===== src/rtl/pipeline_controller.sv =====
// pipeline_controller: merges stall requests, times multi-cycle ops and
// arbitrates trap/mret/jump redirects with registered flush and redirect outputs.
module pipeline_controller #(
    parameter int STAGES       = 6,
    parameter int NUM_SRC      = 2,
    parameter int LVL_W        = 3,
    parameter int ADDR_WIDTH   = 32,
    parameter int JUMP_STAGE   = 2,
    parameter int MC_STAGE     = 3,
    parameter int FLUSH_CYCLES = 2
) (
    input  logic                     clk_i,
    input  logic                     rst_n_i,
    input  logic [NUM_SRC-1:0]       stall_req_i,
    input  logic [NUM_SRC*LVL_W-1:0] stall_lvl_i,
    input  logic                     mc_start_i,
    input  logic [7:0]               mc_cycles_i,
    input  logic                     jump_enable_i,
    input  logic [ADDR_WIDTH-1:0]    jump_addr_i,
    input  logic                     mret_i,
    input  logic [ADDR_WIDTH-1:0]    mepc_i,
    input  logic                     irq_i,
    input  logic                     irq_enable_i,
    input  logic [ADDR_WIDTH-1:0]    mtvec_addr_i,
    input  logic                     commit_valid_i,
    input  logic [ADDR_WIDTH-1:0]    commit_pc_i,
    output logic [STAGES-1:0]        stall_o,
    output logic [STAGES-1:0]        flush_o,
    output logic                     redirect_valid_o,
    output logic [ADDR_WIDTH-1:0]    new_pc_o,
    output logic                     trap_taken_o,
    output logic [ADDR_WIDTH-1:0]    trap_epc_o,
    output logic                     busy_o
);
    typedef enum logic [1:0] {RUN, IRQ_WAIT, FLUSH} state_t;

    state_t                  state_q, state_d;
    logic [7:0]              mc_q, mc_d;
    logic [3:0]              fcnt_q, fcnt_d;
    logic [STAGES-1:0]       stall_raw, jump_mask, flush_q, flush_d;
    logic                    redirect_q, redirect_d, trap_q, trap_d;
    logic [ADDR_WIDTH-1:0]   new_pc_q, new_pc_d, epc_q, epc_d;
    logic                    active, irq_pend, irq_take;

    always_comb begin
        stall_raw = '0;
        jump_mask = '0;
        for (int i = 0; i < STAGES; i++) begin
            for (int k = 0; k < NUM_SRC; k++)
                stall_raw[i] = stall_raw[i] | (stall_req_i[k] && int'(stall_lvl_i[k*LVL_W +: LVL_W]) >= i);
            stall_raw[i] = stall_raw[i] | (busy_o && i <= MC_STAGE);
            jump_mask[i] = i >= 1 && i < JUMP_STAGE;
        end
    end

    assign active   = state_q != FLUSH;
    assign busy_o   = |mc_q;
    assign stall_o  = active ? stall_raw : '0;
    assign irq_pend = irq_i & irq_enable_i;
    assign irq_take = active & irq_pend & commit_valid_i & ~busy_o & ~|stall_o & ~jump_enable_i & ~mret_i;

    always_comb begin
        mc_d       = busy_o ? mc_q - 8'd1 : (active && mc_start_i) ? mc_cycles_i : 8'd0;
        state_d    = state_q;
        fcnt_d     = fcnt_q;
        flush_d    = '0;
        redirect_d = 1'b0;
        trap_d     = 1'b0;
        new_pc_d   = new_pc_q;
        epc_d      = epc_q;
        if (!active) begin
            fcnt_d  = fcnt_q - 4'd1;
            flush_d = (fcnt_q > 4'd1) ? '1 : '0;
            state_d = (fcnt_q > 4'd1) ? FLUSH : RUN;
        end else if (irq_take) begin
            state_d    = FLUSH;
            fcnt_d     = 4'(FLUSH_CYCLES);
            flush_d    = '1;
            redirect_d = 1'b1;
            trap_d     = 1'b1;
            new_pc_d   = mtvec_addr_i;
            epc_d      = commit_pc_i;
        end else begin
            state_d = irq_pend ? IRQ_WAIT : RUN;
            if (mret_i || jump_enable_i) begin
                redirect_d = 1'b1;
                new_pc_d   = mret_i ? mepc_i : jump_addr_i;
                flush_d    = jump_mask;
            end
        end
    end

    always_ff @(posedge clk_i or negedge rst_n_i) begin
        if (!rst_n_i) begin
            state_q    <= RUN;
            mc_q       <= '0;
            fcnt_q     <= '0;
            flush_q    <= '0;
            redirect_q <= 1'b0;
            trap_q     <= 1'b0;
            new_pc_q   <= '0;
            epc_q      <= '0;
        end else begin
            state_q    <= state_d;
            mc_q       <= mc_d;
            fcnt_q     <= fcnt_d;
            flush_q    <= flush_d;
            redirect_q <= redirect_d;
            trap_q     <= trap_d;
            new_pc_q   <= new_pc_d;
            epc_q      <= epc_d;
        end
    end

    assign flush_o          = flush_q;
    assign redirect_valid_o = redirect_q;
    assign new_pc_o         = new_pc_q;
    assign trap_taken_o     = trap_q;
    assign trap_epc_o       = epc_q;
endmodule


===== config.mk =====
export PLATFORM = sky130hd
export DESIGN_NAME = pipeline_controller
export DESIGN_NICKNAME = d
export VERILOG_FILES = /design/src/rtl/pipeline_controller.sv
export SDC_FILE = /design/constraint.sdc
export NUM_CORES = 1
export LEC_CHECK = 0
export ABC_AREA = 1
export CAP_MARGIN = 20
export CORE_ASPECT_RATIO = 1.25
export CORE_MARGIN = 2
export CORE_UTILIZATION = 40
export DETAILED_ROUTE_END_ITERATION = 12
export PLACE_DENSITY_LB_ADDON = 0.15
export SETUP_SLACK_MARGIN = 0.1
export SLEW_MARGIN = 20
export SYNTH_ARGS = -nofsm -noshare
export SYNTH_HDL_FRONTEND = slang
export SYNTH_SLANG_ARGS = --single-unit

===== constraint.sdc =====
create_clock -name clk_i -period 2.64 [get_ports clk_i]
set_input_delay 0.66 -clock clk_i [delete_from_list [all_inputs] [get_ports clk_i]]
set_output_delay 0.66 -clock clk_i [all_outputs]
set_load 0.005 [all_outputs]

==> results.json, run 1 <==
{
  "run_status": "finished clean",
  "track_usage": 0.222,
  "ys_seq_area_frac": 0.470,
  "min_period_ps": 2530,
  "fin_setup_tns_ps": 0,
  "ys_ff_latch": 81,
  "hold_viol": 0,
  "vias_per_cell": 4.90,
  "nets": 923,
  "drive_gt1_frac": 0.0634,
  "h-tree-depth": 3,
  "initial_core_util": 0.409,
  "end_kind": "primary output",
  "setup_viol": 0,
  "num_io_pins": 231,
  "place_hpwl_um": 9690,
  "die_x_um": 96.9,
  "fin_skew_ps": 5.56,
  "p_per_area_mw_per_mm2": 463,
  "dpl_cell_area_mm2": 0.00670,
  "overflow": 0,
  "yosys_most_used_dff": "dfrtp_1",
  "antenna_found_initial": 0,
  "max-vdd-ir-drop_v": 0.000278,
  "yosysWarnings": 0,
  "critical_path_class": "input pin to primary output",
  "final_cells": 905,
  "n_antenna_cell": 0,
  "fmax_ghz": 0.395,
  "holdCritPathClass": "input pin to async pin",
  "io_buffers": 230,
  "synth_enable_flop_cells": 0,
  "numCtsBuffers": 9,
  "fillCellCount": 920,
  "drt_iter0_markers": 198,
  "placed_cells": 888,
  "dieArea_mm2": 0.0116,
  "cp-start-kind": "input pin",
  "grt_pass1_vias": 4497,
  "finalMaxSlewViolations": 0,
  "rsz0062_at_grt": "yes",
  "clockBufferDepth": 2,
  "grt_first_pass_wirelength_um": 20900,
  "synth_area_per_cell_um2": 7.89,
  "synth_area_mm2": 0.00432,
  "core_mm2": 0.0106,
  "cts-root-buf": "clkbuf_16",
  "firstDrtPassIters": 4,
  "cts_tree": "yes",
  "maxSlewHeadroom": 0.630,
  "fin_util": 0.663,
  "wire_per_inst_um": 14.1,
  "area_delta_synth_final_pct": 62.3,
  "place_congestion": 0.815,
  "die_h_um": 120,
  "row_count": 42,
  "ant_nets": 0,
  "synth.distinct_cells": 28,
  "insertion_delay_ps": 330,
  "tightest_slew_ps": 555,
  "syn_inst": 547,
  "wl_um": 12800,
  "crit_fanout": 3,
  "cp.required_ps": 1980,
  "crit_arrival_ps": 1870,
  "total_power_w": 0.00325,
  "p_leak_nw": 3.46,
  "synthArstFlopShare": 1.00,
  "cts_num_sinks": 81,
  "path_clk_slew_ps": 60,
  "syn-num-nets": 702,
  "vias": 4439,
  "drv_cap": 0,
  "grt_max_degree": 55,
  "design_area_mm2": 0.00700,
  "drc": 0,
  "min_period_over_period": 0.958
}
==> kinds of logic (layout without fill, tap and decap cells) <==
| group | Yosys count | count (layout) | share of synthesized area |
|---|---|---|---|
| and+or+nand+nor | 317 | 317 | 0.315 |
| buffers and inverters | 87 | 313 | 0.0934 |
| DFF | 81 | 81 | 0.470 |
| muxes | 32 | 32 | 0.0742 |
| AOI/OAI and AO/OA | 24 | 24 | 0.0333 |
| adders and majority gates | 3 | 3 | 0.00870 |
| xor gates and xnor gates | 3 | 3 | 0.00609 |
==> cell usage after synthesis, types with 4 or more instances <==
| cell | number | area, um2 |
|---|---|---|
| buf_4 | 7 | 52.6 |
| a31oi_1 | 4 | 25.0 |
| nor2_1 | 16 | 60.1 |
| clkbuf_1 | 8 | 30.0 |
| buf_2 | 16 | 80.1 |
| buf_6 | 4 | 45.0 |
| mux2i_1 | 32 | 320 |
| dfrtp_1 | 81 | 2030 |
| nand3_1 | 104 | 521 |
| inv_1 | 48 | 180 |
| o21ai_0 | 11 | 55.1 |
| nand2_1 | 187 | 702 |
==> layout by cell type, fill, tap and decap left out, types with 2 or more instances in the layout <==
| cell type | n |
|---|---|
| nor2_1 | 16 |
| clkinv_2 | 4 |
| nor3_1 | 2 |
| o21ai_0 | 11 |
| a21oi_1 | 3 |
| nand3_1 | 104 |
| clkdlybuf4s50_1 | 218 |
| inv_1 | 47 |
| nand2_1 | 183 |
| a31oi_1 | 4 |
| ha_1 | 2 |
| xnor2_1 | 2 |
| mux2i_1 | 32 |
| dfrtp_1 | 81 |
| buf_4 | 14 |
| nand2_2 | 6 |
| clkbuf_16 | 9 |
| buf_12 | 2 |
| dlygate4sd2_1 | 9 |
| or2_2 | 2 |
| nor2_4 | 3 |
| inv_2 | 3 |
==> state kept, by name, summed over array words and instances (netlist names) <==
name and cells:
redirect_valid_o 1, new_pc_o 32, flush_o 2, fcnt_q 4, trap_epc_o 32, mc_q 8
trap_taken_o 1, state_q 1
==> path summary, 6_finish.rpt <==
check	from	endpoint	slack, ps	cells past startpoint
max	stall_lvl_i[5]	stall_o[3]	110	6
min	rst_n_i	new_pc_o[24]	310	1
min in group clk_i	mc_q[0]	mc_q[0]	460	1
max reg2reg	mc_q[0]	trap_epc_o[26]	340	13
max in group asynchronous	rst_n_i	trap_epc_o[16]	1700	2
min reg2reg	mc_q[0]	mc_q[0]	460	1
==> metrics by stage <==
stage	hold slack, ps	setup WS, ps
after CTS	336	113
after global routing	366	96.4
final	314	111
after floorplan	364	555
after global placement	461	-104
after detailed placement	463	-225
==> critical path, cell delays in order <==
cell,delay [ps]
clkdlybuf4s50_1,440
nand2_2,110
nand2_2,70
a31oi_1,180
a31oi_1,120
dlygate4sd2_1,280
==> power by group <==
group,switching (W),internal [W],total [W]
clock network,0.000475,0.000727,0.00120
logic,0.000247,0.000407,0.000654
registers,0.0000557,0.00133,0.00139
==> per-layer routing <==
| metal | GRT usage | up-vias | part of all wire |
|---|---|---|---|
| li1 | - | 2185 | - |
| met1 | 0.245 | 2039 | 0.38 |
| met2 | 0.390 | 181 | 0.51 |
| met3 | 0.0606 | 34 | 0.074 |
| met4 | 0.113 | 0 | 0.034 |
| met5 | 0 | - | 0 |
==> repair_timing <==
| action | 4_1_cts | 5_1_grt |
|---|---|---|
| gates resized for setup | 13 | 4 |
| endpoints found under the hold margin | 0 | 0 |
| setup endpoints to repair | 7 | 2 |
| setup buffers | 1 | 0 |
| hold buffers | 0 | 0 |
| pin swaps | 1 | 1 |
| cloned | 0 | 0 |
==> layout make-up <==
class | instances | area [um2] | share of cell area
Multi-Input combinational cell | 379 | 1900 | 0.272
Sequential cell | 81 | 2030 | 0.289
Inverter | 52 | 198 | 0.0282
Clock inverter | 6 | 58.8 | 0.00840
Tap cell | 132 | 165 | 0.0236
Timing Repair Buffer | 245 | 2420 | 0.346
Clock buffer | 10 | 229 | 0.0327
Note: power is estimated with default switching activity, not from simulation.
==> run 2, diff against run 1 <==
- CORE_ASPECT_RATIO: 1.25 -> unset
- clock period: 2.64 -> 2.5 ns (I/O delays scaled with it)
==> run 2 against run 1 <==
Against the previous run: final cell count up 0.66%; clock-buffer cell count unchanged; clock power down 24%; sequential power up 5%; non-clock buffer count up 2; die area about the same; clock skew up 6.9 ps; wire length up 2.3%; flip-flop and latch count unchanged; largest power group unchanged.
==> results.json, run 2 (synthesized netlist as in run 1, its figures left out) <==
{
  "holdCritPathClass": "input pin to async pin",
  "crit_fanout": 3,
  "total_power_w": 0.00307,
  "cp.required_ps": 1880,
  "overflow": 0,
  "design_area_mm2": 0.00698,
  "layout_commonest_cell": "clkdlybuf4s50_1",
  "dieArea_mm2": 0.0116,
  "place_hpwl_um": 9810,
  "crit_path_cell_trace": "clkdlybuf4s50_1, nor2_1, o22a_1, nor2_1, dlygate4sd2_1",
  "cts_num_sinks": 81,
  "numCtsBuffers": 9,
  "grt_busiest_layer": "met2",
  "ant_nets": 0,
  "wire_per_inst_um": 14.4,
  "vias_per_cell": 4.85,
  "area_delta_synth_final_pct": 61.8,
  "grt_util_met3": 0.0545,
  "max-vdd-ir-drop_v": 0.000235,
  "run_status": "finished clean",
  "p_per_area_mw_per_mm2": 439,
  "mostFrequentLayoutCells": "clkdlybuf4s50_1 (217), nand2_1 (183), nand3_1 (104)",
  "die_x_um": 108,
  "fin_setup_tns_ps": 0,
  "met2_usage": 0.407,
  "grt_first_pass_wirelength_um": 20700,
  "core_mm2": 0.0104,
  "dpl_cell_area_mm2": 0.00676,
  "path_clk_slew_ps": 90,
  "fmax_ghz": 0.424,
  "finalMaxSlewViolations": 0,
  "fin_skew_ps": 12.4,
  "end_kind": "primary output",
  "die_h_um": 108,
  "drc": 0,
  "n_antenna_cell": 0,
  "cp-start-kind": "input pin",
  "cts-root-buf": "clkbuf_8",
  "hold_viol": 0,
  "firstDrtPassIters": 7,
  "drv_cap": 0,
  "crit_buf_inv": 2,
  "drt_iter0_markers": 193,
  "grt_pass1_vias": 4422,
  "vias": 4420,
  "io_buffers": 230,
  "p_leak_nw": 3.44,
  "holdWs_ps": 217,
  "nets": 925,
  "fin_util": 0.670,
  "maxSlewHeadroom": 0.651,
  "critPathSlowestCell": "clkdlybuf4s50_1",
  "clockBufferDepth": 2,
  "insertion_delay_ps": 350,
  "min_period_over_period": 0.944,
  "cts_hold_buf": 0,
  "cpPeakStageDelay_ps": 530,
  "crit_arrival_ps": 1740,
  "wl_um": 13100,
  "grt_max_degree": 57,
  "row_count": 37,
  "antenna_found_initial": 0,
  "min_period_ps": 2360,
  "met1_usage": 0.258,
  "initial_core_util": 0.414,
  "place_congestion": 0.822,
  "critical_path_class": "input pin to primary output",
  "crit_start": "stall_lvl_i[3]",
  "rsz0062_at_grt": "yes",
  "num_io_pins": 231,
  "fillCellCount": 888,
  "track_usage": 0.226,
  "drive_gt1_frac": 0.0735,
  "setup_viol": 0,
  "path_common_cell": "nor2_1",
  "h-tree-depth": 3,
  "tightest_slew_ps": 524,
  "r2r-start": "mc_q[0]",
  "cts_tree": "yes",
  "cpLargestDelayFamily": "buffers and inverters"
}
-- run 2: cell type report --
| type | instances | area (um2) | area share |
|---|---|---|---|
| Tap cell | 136 | 170 | 0.0244 |
| Timing Repair Buffer | 247 | 2490 | 0.356 |
| Inverter | 52 | 195 | 0.0280 |
| Clock buffer | 10 | 138 | 0.0197 |
| Sequential cell | 81 | 2030 | 0.290 |
| Multi-Input combinational cell | 379 | 1920 | 0.275 |
| Clock inverter | 6 | 48.8 | 0.00699 |
-- run 2: repair_timing --
action | CTS | global route
pin swaps | 3 | 1
hold endpoints to repair | 0 | 0
resized for setup | 18 | 12
buffers inserted | 0 | 3
setup endpoints to repair | 7 | 7
-- run 2: layer usage --
metal  routed length [um]  up-vias
met4                  301        0
li1                     -     2188
met3                  844       22
met5                    0        -
met1                 5180     2052
met2                 6760      158
-- run 2: power by group --
part | switching (W) | internal (W)
clock network | 0.000509 | 0.000398
registers | 0.0000566 | 0.00141
logic | 0.000265 | 0.000432
total | 0.000831 | 0.00224
-- run 2: worst paths after layout --
kind / end / slack (ps) / cells past startpoint
hold reg to reg: trap_epc_o[26] / 480 / 2
setup / recovery: stall_o[5] / 140 / 5
setup reg to reg: new_pc_o[15] / 360 / 12
min in group clk_i: trap_epc_o[26] / 480 / 2
hold / removal: mc_q[0] / 220 / 1
max in group asynchronous: fcnt_q[3] / 1650 / 2
-- run 2: per-stage QoR --
| stage | std cells | setup slack, ps |
|---|---|---|
| 4_1_cts | 908 | 84.5 |
| 5_1_grt | 911 | 71.0 |
| 2_1_floorplan | 547 | 450 |
| 6_report | 911 | 140 |
| 3_3_place_gp | 892 | -176 |
| 3_5_place_dp | 892 | -206 |
==> run 3, diff against run 2 <==
- SETUP_SLACK_MARGIN: 0.1 -> unset
==> run 3 against run 2 <==
Against the previous run: wire length shrank 0.15%; clock-buffer cell count is the same; final cell count shrank 0.22%; critical path depth shrank 1; design area shrank 0.27%; global-route usage is essentially flat; clock skew grew 0.92 ps; non-clock buffer count shrank 2; sequential power is essentially flat; die area is the same; combinational power is essentially flat.
==> results.json, run 3 (synthesized netlist as in run 1, its figures left out) <==
{
  "cp-start-kind": "input pin",
  "finalMaxSlewViolations": 0,
  "r2r-start": "mc_q[0]",
  "maxSlewHeadroom": 0.650,
  "fin_skew_ps": 13.4,
  "crit_start": "stall_lvl_i[1]",
  "tightest_slew_ps": 525,
  "grt_pass1_vias": 4426,
  "antenna_found_initial": 0,
  "core_mm2": 0.0104,
  "hold_viol": 0,
  "place_hpwl_um": 9810,
  "rsz0062_at_grt": "no",
  "area_delta_synth_final_pct": 61.4,
  "grt_first_pass_wirelength_um": 20700,
  "drc": 0,
  "end_kind": "primary output",
  "mostFrequentLayoutCells": "clkdlybuf4s50_1 (218), nand2_1 (184), nand3_1 (104)",
  "die_h_um": 108,
  "vias_per_cell": 4.86,
  "p_per_area_mw_per_mm2": 440,
  "holdWs_ps": 215,
  "clockBufferDepth": 2,
  "worstSetupEndpoint": "stall_o[1]",
  "drv_cap": 0,
  "critical_path_class": "input pin to primary output",
  "cts_num_sinks": 81,
  "cpPeakStageDelay_ps": 480,
  "holdCritPathClass": "input pin to async pin",
  "min_period_ps": 2420,
  "firstDrtPassIters": 5,
  "cts-root-buf": "clkbuf_8",
  "r2r_end": "new_pc_o[15]",
  "cts_tree": "yes",
  "num_io_pins": 231,
  "vias": 4422,
  "layout_commonest_cell": "clkdlybuf4s50_1",
  "path_clk_slew_ps": 90,
  "insertion_delay_ps": 360,
  "grt_max_degree": 57,
  "dieArea_mm2": 0.0116,
  "setup_viol": 0,
  "wl_um": 13100,
  "wire_per_inst_um": 14.4,
  "h-tree-depth": 3,
  "io_buffers": 230,
  "fmax_ghz": 0.414,
  "die_x_um": 108,
  "crit_arrival_ps": 1790,
  "run_status": "finished clean",
  "critPathSlowestCell": "clkdlybuf4s50_1",
  "finalWorstSetupSlack_ps": 82.4,
  "min_period_over_period": 0.967,
  "p_leak_nw": 3.42,
  "crit_path_cell_trace": "clkdlybuf4s50_1, o31ai_2, a41oi_1, dlygate4sd2_1",
  "initial_core_util": 0.414,
  "max-vdd-ir-drop_v": 0.000235,
  "place_congestion": 0.822,
  "drt_iter0_markers": 202,
  "n_antenna_cell": 0,
  "nets": 923,
  "numCtsBuffers": 9,
  "worstRegToRegCells": 12,
  "drive_gt1_frac": 0.0673,
  "place_worst_setup_slack_ps": -206,
  "cp.required_ps": 1880,
  "track_usage": 0.226,
  "row_count": 37,
  "overflow": 0,
  "reg2reg_slack_ps": 370,
  "ant_nets": 0,
  "crit_fanout": 4
}
## run 3: changes by cell type in the layout (fill, tap and decap cells not counted), sizes merged
cell / previous run / this run
clkdlybuf4s15: 5 / 0
dlymetal6s2s: 1 / 0
clkbuf: 12 / 10
buf: 19 / 17
dlygate4sd2: 3 / 10
clkdlybuf4s50: 217 / 218
## run 3: routing by layer
layer / track usage / wire, um
met5: 0 / 0
met4: 0.0833 / 329
met3: 0.0545 / 1020
met2: 0.408 / 6690
met1: 0.257 / 5030
## run 3: repair_timing
| item | 4_1_cts | 5_1_grt |
|---|---|---|
| gates resized for setup | 17 | 2 |
| pin swaps | 2 | 0 |
| setup buffers | 1 | 0 |
| hold endpoints to repair | 0 | 0 |
| hold buffers | 0 | 0 |
| setup endpoints to repair | 7 | 2 |
## run 3: worst max-delay path: cells and delay by family
family	cells	cell delay [ps]
buf+inv	2	760
compound gates	2	400
## run 3: cell type report
class                           instances  area (um2)
Timing Repair Buffer                  245        2470
Clock buffer                           10         138
Tap cell                              136         170
Sequential cell                        81        2030
Clock inverter                          6        48.8
Inverter                               52         195
Multi-Input combinational cell        379        1920
Fill cell                             889        3450
## run 3: worst min path at each step
stage	start	endpoint	slack (ps)	cells after the start
detailed placement	mc_q[0]	mc_q[0]	460	1
finish	rst_n_i	mc_q[0]	210	1
CTS	rst_n_i	mc_q[0]	220	1
global route	rst_n_i	mc_q[0]	230	1
floorplan	rst_n_i	fcnt_q[0]	330	0
global placement	mc_q[0]	mc_q[0]	450	1
## run 3: report_power, final
part / leakage [nW] / total [W] / internal, W / switching [W]
sequential: 1.03 / 0.00146 / 0.00141 / 0.0000564
combinational: 2.30 / 0.000699 / 0.000433 / 0.000266
clock: 0.0859 / 0.000906 / 0.000398 / 0.000507
## run 3: per-stage QoR
step | util | instance area (um2) | total power (W) | setup TNS, ps | instances
finish | 0.669 | 6960 | 0.00307 | 0 | 909
global route | 0.669 | 6960 | 0.00322 | 0 | 909
CTS | 0.668 | 6960 | 0.00309 | 0 | 909
detailed placement | 0.649 | 6760 | 0.00219 | -1530 | 892
global placement | 0.649 | 6760 | 0.00217 | -723 | 892
floorplan | - | 4320 | 0.00171 | 0 | 547
